File: src/rtl/gen_caller.sv
`timescale 1ns/1ps
// -----------------------------------------------------------------------------
// gen_caller
//
// Launches one generator run with captured arguments. It then collects the
// generator's output tuples into a small FIFO and presents them to a downstream
// consumer. When every tuple has been delivered, it raises an end-of-stream level.
//
// Handshakes: a beat moves across an interface on a rising _clock edge where
// both valid and ready are high. On the generator side these are g_valid and
// g_ready. On the downstream side they are _valid and _ready. A valid holder
// keeps its data stable until that beat.
//
// Ports
//   _clock, _reset_n          clock (rising edge), async active-low reset
//   cmd_start, arg0..arg2     start pulse and run arguments (base, limit, step)
//   busy                      run in progress (LAUNCH/DRAIN/FLUSH)
//   g_start                   one-cycle start to the generator
//   g_base/g_limit/g_step     captured arguments, held for the whole run
//   g_ready/g_valid/g_done    generator tuple handshake and finish flag
//   g_out0/g_out1             generator tuple
//   _ready/_valid             downstream handshake
//   _out0/_out1               downstream tuple (FIFO head)
//   _done                     end-of-stream level, high while in DONE
//   count                     tuples accepted this run, saturating
//   checksum                  (GEN_CALLER_CHECKSUM_EN only) wrapping sum of
//                             g_out0 + g_out1 over accepted tuples
//   dbg_state                 current FSM state for observation
//
// Optional feature macro: GEN_CALLER_CHECKSUM_EN
// -----------------------------------------------------------------------------
module gen_caller #(
   parameter int WIDTH = 32,
   parameter int DEPTH = 4,
   parameter int CNT_W = 16
) (
   input  logic             _clock,
   input  logic             _reset_n,
   input  logic             cmd_start,
   input  logic [WIDTH-1:0] arg0,
   input  logic [WIDTH-1:0] arg1,
   input  logic [WIDTH-1:0] arg2,
   output logic             busy,
   output logic             g_start,
   output logic [WIDTH-1:0] g_base,
   output logic [WIDTH-1:0] g_limit,
   output logic [WIDTH-1:0] g_step,
   output logic             g_ready,
   input  logic             g_valid,
   input  logic             g_done,
   input  logic [WIDTH-1:0] g_out0,
   input  logic [WIDTH-1:0] g_out1,
   input  logic             _ready,
   output logic             _valid,
   output logic [WIDTH-1:0] _out0,
   output logic [WIDTH-1:0] _out1,
   output logic             _done,
   output logic [CNT_W-1:0] count,
`ifdef GEN_CALLER_CHECKSUM_EN
   output logic [WIDTH-1:0] checksum,
`endif
   output logic [2:0]       dbg_state
);

   localparam int AW = $clog2(DEPTH);
   localparam logic [AW:0] OCC_FULL = (AW+1)'(DEPTH);

   typedef enum logic [2:0] {
      S_IDLE   = 3'd0,
      S_LAUNCH = 3'd1,
      S_DRAIN  = 3'd2,
      S_FLUSH  = 3'd3,
      S_DONE   = 3'd4
   } state_t;

   state_t state;

   // FIFO storage
   logic [WIDTH-1:0] mem0 [DEPTH];
   logic [WIDTH-1:0] mem1 [DEPTH];
   logic [AW-1:0]    wr_ptr;
   logic [AW-1:0]    rd_ptr;
   logic [AW:0]      occ;
   logic [AW:0]      occ_next;

   logic push;
   logic pop;
   logic start_acc;

   // g_ready is high only in DRAIN, so this also restricts pushes to DRAIN
   // and to the DRAIN->FLUSH edge.
   assign push      = g_ready & g_valid;
   assign pop       = _valid & _ready;
   assign start_acc = cmd_start & ((state == S_IDLE) | (state == S_DONE));

   assign _valid    = (occ != '0);
   assign _out0     = mem0[rd_ptr];
   assign _out1     = mem1[rd_ptr];
   assign dbg_state = state;

   always_comb begin
      occ_next = occ;
      if (push && !pop) begin
         occ_next = occ + 1'b1;
      end else if (!push && pop) begin
         occ_next = occ - 1'b1;
      end
   end

   // FIFO. The contents are zeroed on reset so that the head reads 0. The
   // pointers wrap naturally because DEPTH is a power of two.
   always_ff @(posedge _clock or negedge _reset_n) begin
      if (!_reset_n) begin
         wr_ptr <= '0;
         rd_ptr <= '0;
         occ    <= '0;
         for (int i = 0; i < DEPTH; i++) begin
            mem0[i] <= '0;
            mem1[i] <= '0;
         end
      end else if (start_acc) begin
         wr_ptr <= '0;
         rd_ptr <= '0;
         occ    <= '0;
      end else begin
         if (push) begin
            mem0[wr_ptr] <= g_out0;
            mem1[wr_ptr] <= g_out1;
            wr_ptr       <= wr_ptr + 1'b1;
         end
         if (pop) begin
            rd_ptr <= rd_ptr + 1'b1;
         end
         occ <= occ_next;
      end
   end

   // Control FSM with registered outputs. g_ready is computed from the
   // occupancy after this edge. This ensures a push can never land on a full FIFO.
   always_ff @(posedge _clock or negedge _reset_n) begin
      if (!_reset_n) begin
         state    <= S_IDLE;
         busy     <= 1'b0;
         g_start  <= 1'b0;
         g_ready  <= 1'b0;
         _done    <= 1'b0;
         g_base   <= '0;
         g_limit  <= '0;
         g_step   <= '0;
         count    <= '0;
`ifdef GEN_CALLER_CHECKSUM_EN
         checksum <= '0;
`endif
      end else begin
         case (state)
            S_IDLE, S_DONE: begin
               if (cmd_start) begin
                  g_base   <= arg0;
                  g_limit  <= arg1;
                  g_step   <= arg2;
                  count    <= '0;
`ifdef GEN_CALLER_CHECKSUM_EN
                  checksum <= '0;
`endif
                  _done    <= 1'b0;
                  busy     <= 1'b1;
                  g_start  <= 1'b1;
                  g_ready  <= 1'b0;
                  state    <= S_LAUNCH;
               end
            end
            S_LAUNCH: begin
               // g_done is not looked at here. Any level left over from the
               // previous run is ignored.
               g_start <= 1'b0;
               g_ready <= (occ_next != OCC_FULL);
               state   <= S_DRAIN;
            end
            S_DRAIN: begin
               if (g_done) begin
                  g_ready <= 1'b0;
                  state   <= S_FLUSH;
               end else begin
                  g_ready <= (occ_next != OCC_FULL);
               end
            end
            S_FLUSH: begin
               g_ready <= 1'b0;
               if (occ == '0) begin
                  busy  <= 1'b0;
                  _done <= 1'b1;
                  state <= S_DONE;
               end
            end
            default: begin
               state <= S_IDLE;
            end
         endcase

         // Pushes only occur in DRAIN, or on the edge that leaves it. They
         // therefore never coincide with the start-of-run clear above.
         if (push) begin
            if (count != '1) begin
               count <= count + 1'b1;
            end
`ifdef GEN_CALLER_CHECKSUM_EN
            checksum <= checksum + g_out0 + g_out1;
`endif
         end
      end
   end

endmodule

File: config.mk
export PLATFORM = sky130hd
export DESIGN_NAME = gen_caller
export DESIGN_NICKNAME = d
export VERILOG_FILES = /design/src/rtl/gen_caller.sv
export SDC_FILE = /design/constraint.sdc
export NUM_CORES = 1
export LEC_CHECK = 0
export CAP_MARGIN = 15
export CORE_MARGIN = 5
export CORE_UTILIZATION = 35
export CTS_CLUSTER_DIAMETER = 100
export DETAILED_ROUTE_END_ITERATION = 6
export HOLD_SLACK_MARGIN = 0.05
export PLACE_DENSITY = 0.6
export SETUP_SLACK_MARGIN = 0.02
export SLEW_MARGIN = 0
export SYNTH_ARGS = -nofsm -noshare
export SYNTH_HDL_FRONTEND = slang
export SYNTH_SLANG_ARGS = --single-unit
File: constraint.sdc
create_clock -name _clock -period 5.5 [get_ports _clock]
set_clock_uncertainty 0.05 [all_clocks]
set_input_delay 1.65 -clock _clock [delete_from_list [all_inputs] [get_ports _clock]]
set_output_delay 1.65 -clock _clock [all_outputs]
set_load 0.005 [all_outputs]
# Yosys cells after proc, flatten, opt, wreduce, memory -nomap -nowiden
# Index checks and enable logic that the tools add are counted.
# word_totals
regBits,382
inputBits,166
output_inout_bits,184
elab_cells,98
# classes
add_sub_neg,5
magnitude_cmp,3
eq_ne,9
muxes,34
bitwise_logic,7
n_reduce_logical,20
# ops
cell,count
$bwmux 128,2
$mux 32,5
$bmux 32 s2,2
$demux 32 s2,1
$mux 16,4
$mux 3,6
$add 16x1->16 const B,1
$ne 16x16->1 const B,1
$pmux 3 s4,1
$mux 2,4
$reduce_and 2->1,4
$reduce_bool 2->1,4
$eq 3x2->1 const B,2
$ge 3x3->1 const B,2
$logic_not 3->1,2
$ne 2x2->1 const B,3
$not 2->3,2
$pmux 1 s2,3
$reduce_and 3->1,2
$mux 1,5
$add 2x1->2 const B,2
$pmux 1 s4,1
$reduce_bool 4->1,1
$add 3x1->3 const B,1
other kinds (12),17

# Longest topological paths before layout
# depth
ltp_word,8
mapped_depth,8
mapped_depth_nobuf,7

# Worst setup path after synthesis
# OpenSTA, ideal clock, no wires.
# synth_path
path_type,register to output
startpoint,register rd_ptr[0]
endpoint,output port _out0[14]
t_arrival_ps,1437
required_time_ps,3800
path_slack_ps,2363
stages_incl_launch_ff,3
n_path_buf,1
cell_sequence,dfrtp_1 > buf_1 > mux4_2
# synth_between
elab_chain_cells,4
# synth_rtl
element,line_no,source
start: declaration,82,logic [AW-1:0] rd_ptr;
start signal: assignment,132,rd_ptr <= rd_ptr + 1'b1;
$not 2->3 (not written as such),97,assign _out0 = mem0[rd_ptr];
$bmux 32 s2,97,
$mux 32 (not written as such) (2 in a row),97,
end: declaration,55,"output logic [WIDTH-1:0] _out0,"
# Every way passes these cells. The select of a mux whose other input is x is not followed.

# Final worst setup path
# layout_path
startpoint,register rd_ptr[0]
endpoint,output port _out0[2]
# The elaborated chain is that of the path after synthesis.

==> results.py <==
metrics = {
    "sta": {
        "rsz0062_at_grt": "false",
        "finalCriticalPeriod_ns": 4.52,
        "worst_slew_margin_rel_pct": 40.9,
        "setup_violation_total_in_the_final_timing_report": 0,
        "post_route_clock_period_utilization_pct": 82.2,
        "timing.final.ws_setup_ns": 0.978,
        "worst_hold_slack_ns": 0.421,
        "worstMarginPinSlew_ns": 0.879,
        "finalHoldViolCount": 0,
        "achievable-frequency_mhz": 221,
        "fin_tns_setup_ns": 0,
        "report.final.slew_viol_count": 0,
    },
    "layout": {
        "fraction_of_layout_cells_with_a_size_suffix_above_1_pct": 16.3,
        "area_delta_synth_final_pct": 33.4,
        "finalNetCount": 1732,
        "multi_input_logic_area_sq_um": 6360,
        "area.sequential_sq_um": 9560,
        "finish.cell_count_without_fillers": 2199,
        "post_route_core_utilization_pct": 47.0,
        "nFillCells": 4194,
        "finish.instance_area_sq_um": 21800,
    },
    "worst_setup_path": {
        "timing.critical_path.fanout_max": 30,
        "worst_ep_required_time_ns": 3.80,
        "critPathKind": "reg -> out",
        "setup.worst_path.end_class": "primary output",
        "cp-start-kind": "flop",
        "worstPathArrival_ns": 2.82,
    },
    "clock_network": {
        "clock_net_sink_count": 382,
        "post_cts_setup_bufs": 0,
        "path_clk_slew_ns": 0.06,
        "cts_repair_resize_count": 0,
        "clock_tree.root_cell": "clkbuf_16",
        "cts-buffers-inserted": 43,
        "ctsHtreeMaxLevel": 2,
        "cts_hold_buffers": 0,
        "clock_path_buffers": 3,
        "tritoncts": "done",
        "insertion_delay_ns": 0.55,
    },
    "yosys": {
        "ys_seq_area_share_pct": 58.4,
        "async_reset_ff_share_pct": 100,
        "synth-edff-count": 0,
        "synth-seq-cells": 382,
        "synth_top_cells_by_count": "dfrtp_1, nand2_1, mux2_1",
        "post_synth.cell_area_avg_sq_um": 13.5,
        "syn_nets": 1385,
        "netlist.top_cell.by_area": "dfrtp_1",
        "ys_warn_count": 0,
        "cell_types_with_the_largest_area_share_after_synthesis": "dfrtp_1, mux2_1, mux4_2, nand2_1, mux2_2",
        "synth_top_area_share_pct": 58.4,
        "synth_cell_type_count": 49,
        "post-synth-top-count-cell": "dfrtp_1",
        "syn_area_sq_um": 16400,
        "yosys_most_used_dff": "dfrtp_1",
        "gate_count_of_the_mapped_netlist": 1211,
    },
    "global_routing": {
        "first_global_vias": 11700,
        "grt_pass1_wl_mm": 68.6,
        "global_route.overflow_total": 0,
        "grt_antenna_before_repair": 3,
        "grt.total_usage_pct": 17.0,
        "grt_start_max_net_pins": 111,
    },
    "placement": {
        "buffer_ports.inserted": 349,
        "finalWeightedCongestion": 0.798,
        "dpl-instance-area_sq_um": 20400,
        "place.detailed.instances": 2120,
        "pre_cts_ws_ns": 1.22,
        "dp.final_hpwl_mm": 28.9,
    },
    "power": {
        "sequential_group_share_of_total_power_pct": 38.6,
        "p_int_mw": 8.91,
        "power_per_cell_area_nw_per_um2": 579,
        "clockPowerShare_pct": 22.8,
        "netSwitchingPower_mw": 3.74,
        "switching_fraction_pct": 29.6,
        "ir_worst_vdd_v": 0.000290,
        "power.share.combinational_pct": 38.5,
        "totalPowerFinal_mw": 12.6,
        "cellLeakagePower_nw": 9.75,
    },
    "drt": {
        "wl_per_cell_um": 19.8,
        "first_iter_violations": 583,
        "detail_route.drc_violations": 0,
        "totalWireLength_mm": 43.5,
        "drt_first_pass_iters": 4,
        "dr_total_vias": 10800,
        "avgViaCountPerCell": 4.89,
        "drt.antenna.violating_nets": 0,
    },
    "die": {
        "placeableCoreArea_sq_um": 46500,
        "height_of_the_die_um": 226,
        "die-width_um": 226,
        "floorplan.rows": 79,
        "io_pins": 350,
        "floorplan.initialDensity_pct": 35.2,
        "die-area_sq_um": 51200,
    },
    "run_status": {
        "result_of_the_run": "completed",
    },
    "hold_path": {
        "timing.hold.worst.class": "reg -> reg",
    },
    "flow_run": {
        "cap_viol_max_count": 0,
    },
}
[worst max-delay path: stages (launching register included)]
cell and delay, ns:
dfrtp_4 0.80, buf_12 0.34, mux4_2 0.60, clkdlybuf4s50_1 0.48
[state kept, by name (all words and copies together) (netlist names)]
name and flops:
g_ready 1, _done 1, g_base 32, rd_ptr 2, wr_ptr 2, g_start 1, busy 1, g_limit 32
dbg_state 3, occ 3, g_step 32, count 16, mem0 128, mem1 128
[metal layers]
layer	GRT usage [%]	routed length, um	vias up
li1	-	-	4916
met1	23.2	19000	5463
met2	25.8	19600	309
met3	6.95	4030	65
met4	3.63	755	6
met5	0	47	-
[cells by family after synthesis]
| family | share of synthesized area (%) |
|---|---|
| DFF | 58.4 |
| and+or+nand+nor | 9.45 |
| muxes | 26.5 |
| buffers and inverters | 2.80 |
| AOI/OAI and AO/OA | 1.95 |
| adders and majority gates | 0.611 |
| xor gates and xnor gates | 0.268 |
[cell type report]
type,count,area share (%)
multi-input combinational,753,29.1
tap,607,3.48
antenna,1,0.0115
timing repair buffer,368,17.0
inverter,10,0.172
clock inverter,16,0.894
sequential,382,43.8
clock buffer,62,5.57
[final timing paths]
path | cells after the start | to | start | slack, ns
setup / recovery | 3 | _out0[2] | rd_ptr[0] | 0.98
hold / removal | 2 | g_limit[21] | g_limit[21] | 0.42
setup reg to reg | 5 | mem1[56] | dbg_state[1] | 3.00
hold reg to reg | 2 | g_limit[21] | g_limit[21] | 0.42
max in group asynchronous | 2 | rd_ptr[0] | _reset_n | 3.23
min in group asynchronous | 1 | mem1[109] | _reset_n | 1.13
[power by group through the flow]
stage	Sequential (mW)	Combinational [mW]	Clock [mW]
final	4.89	4.87	2.89
after global routing	5.07	5.32	3.10
after CTS	4.90	4.99	2.99
after detailed placement	4.93	4.97	0
after global placement	4.87	4.91	0
after floorplan	4.67	2.54	0
[cells in the final DEF, fill, tap and decap left out, drive strengths merged, types with 2 or more instances in the layout]
cell,instances
dfrtp,382
clkdlybuf4s50,348
nand2,314
mux2,256
mux4,64
clkbuf,62
buf,20
o21ai,16
nor2,15
nand3,13
inv,13
clkinv,9
a21oi,8
ha,8
nor3,7
a21o,5
a211oi,5
nand4,5
o211ai,4
bufinv,4
or3,3
xor2,3
nor4,3
nand2b,2
and3,2
a31oi,2
o31ai,2
mux2i,2
xnor2,2
Note: power is estimated with default switching activity, not from simulation.
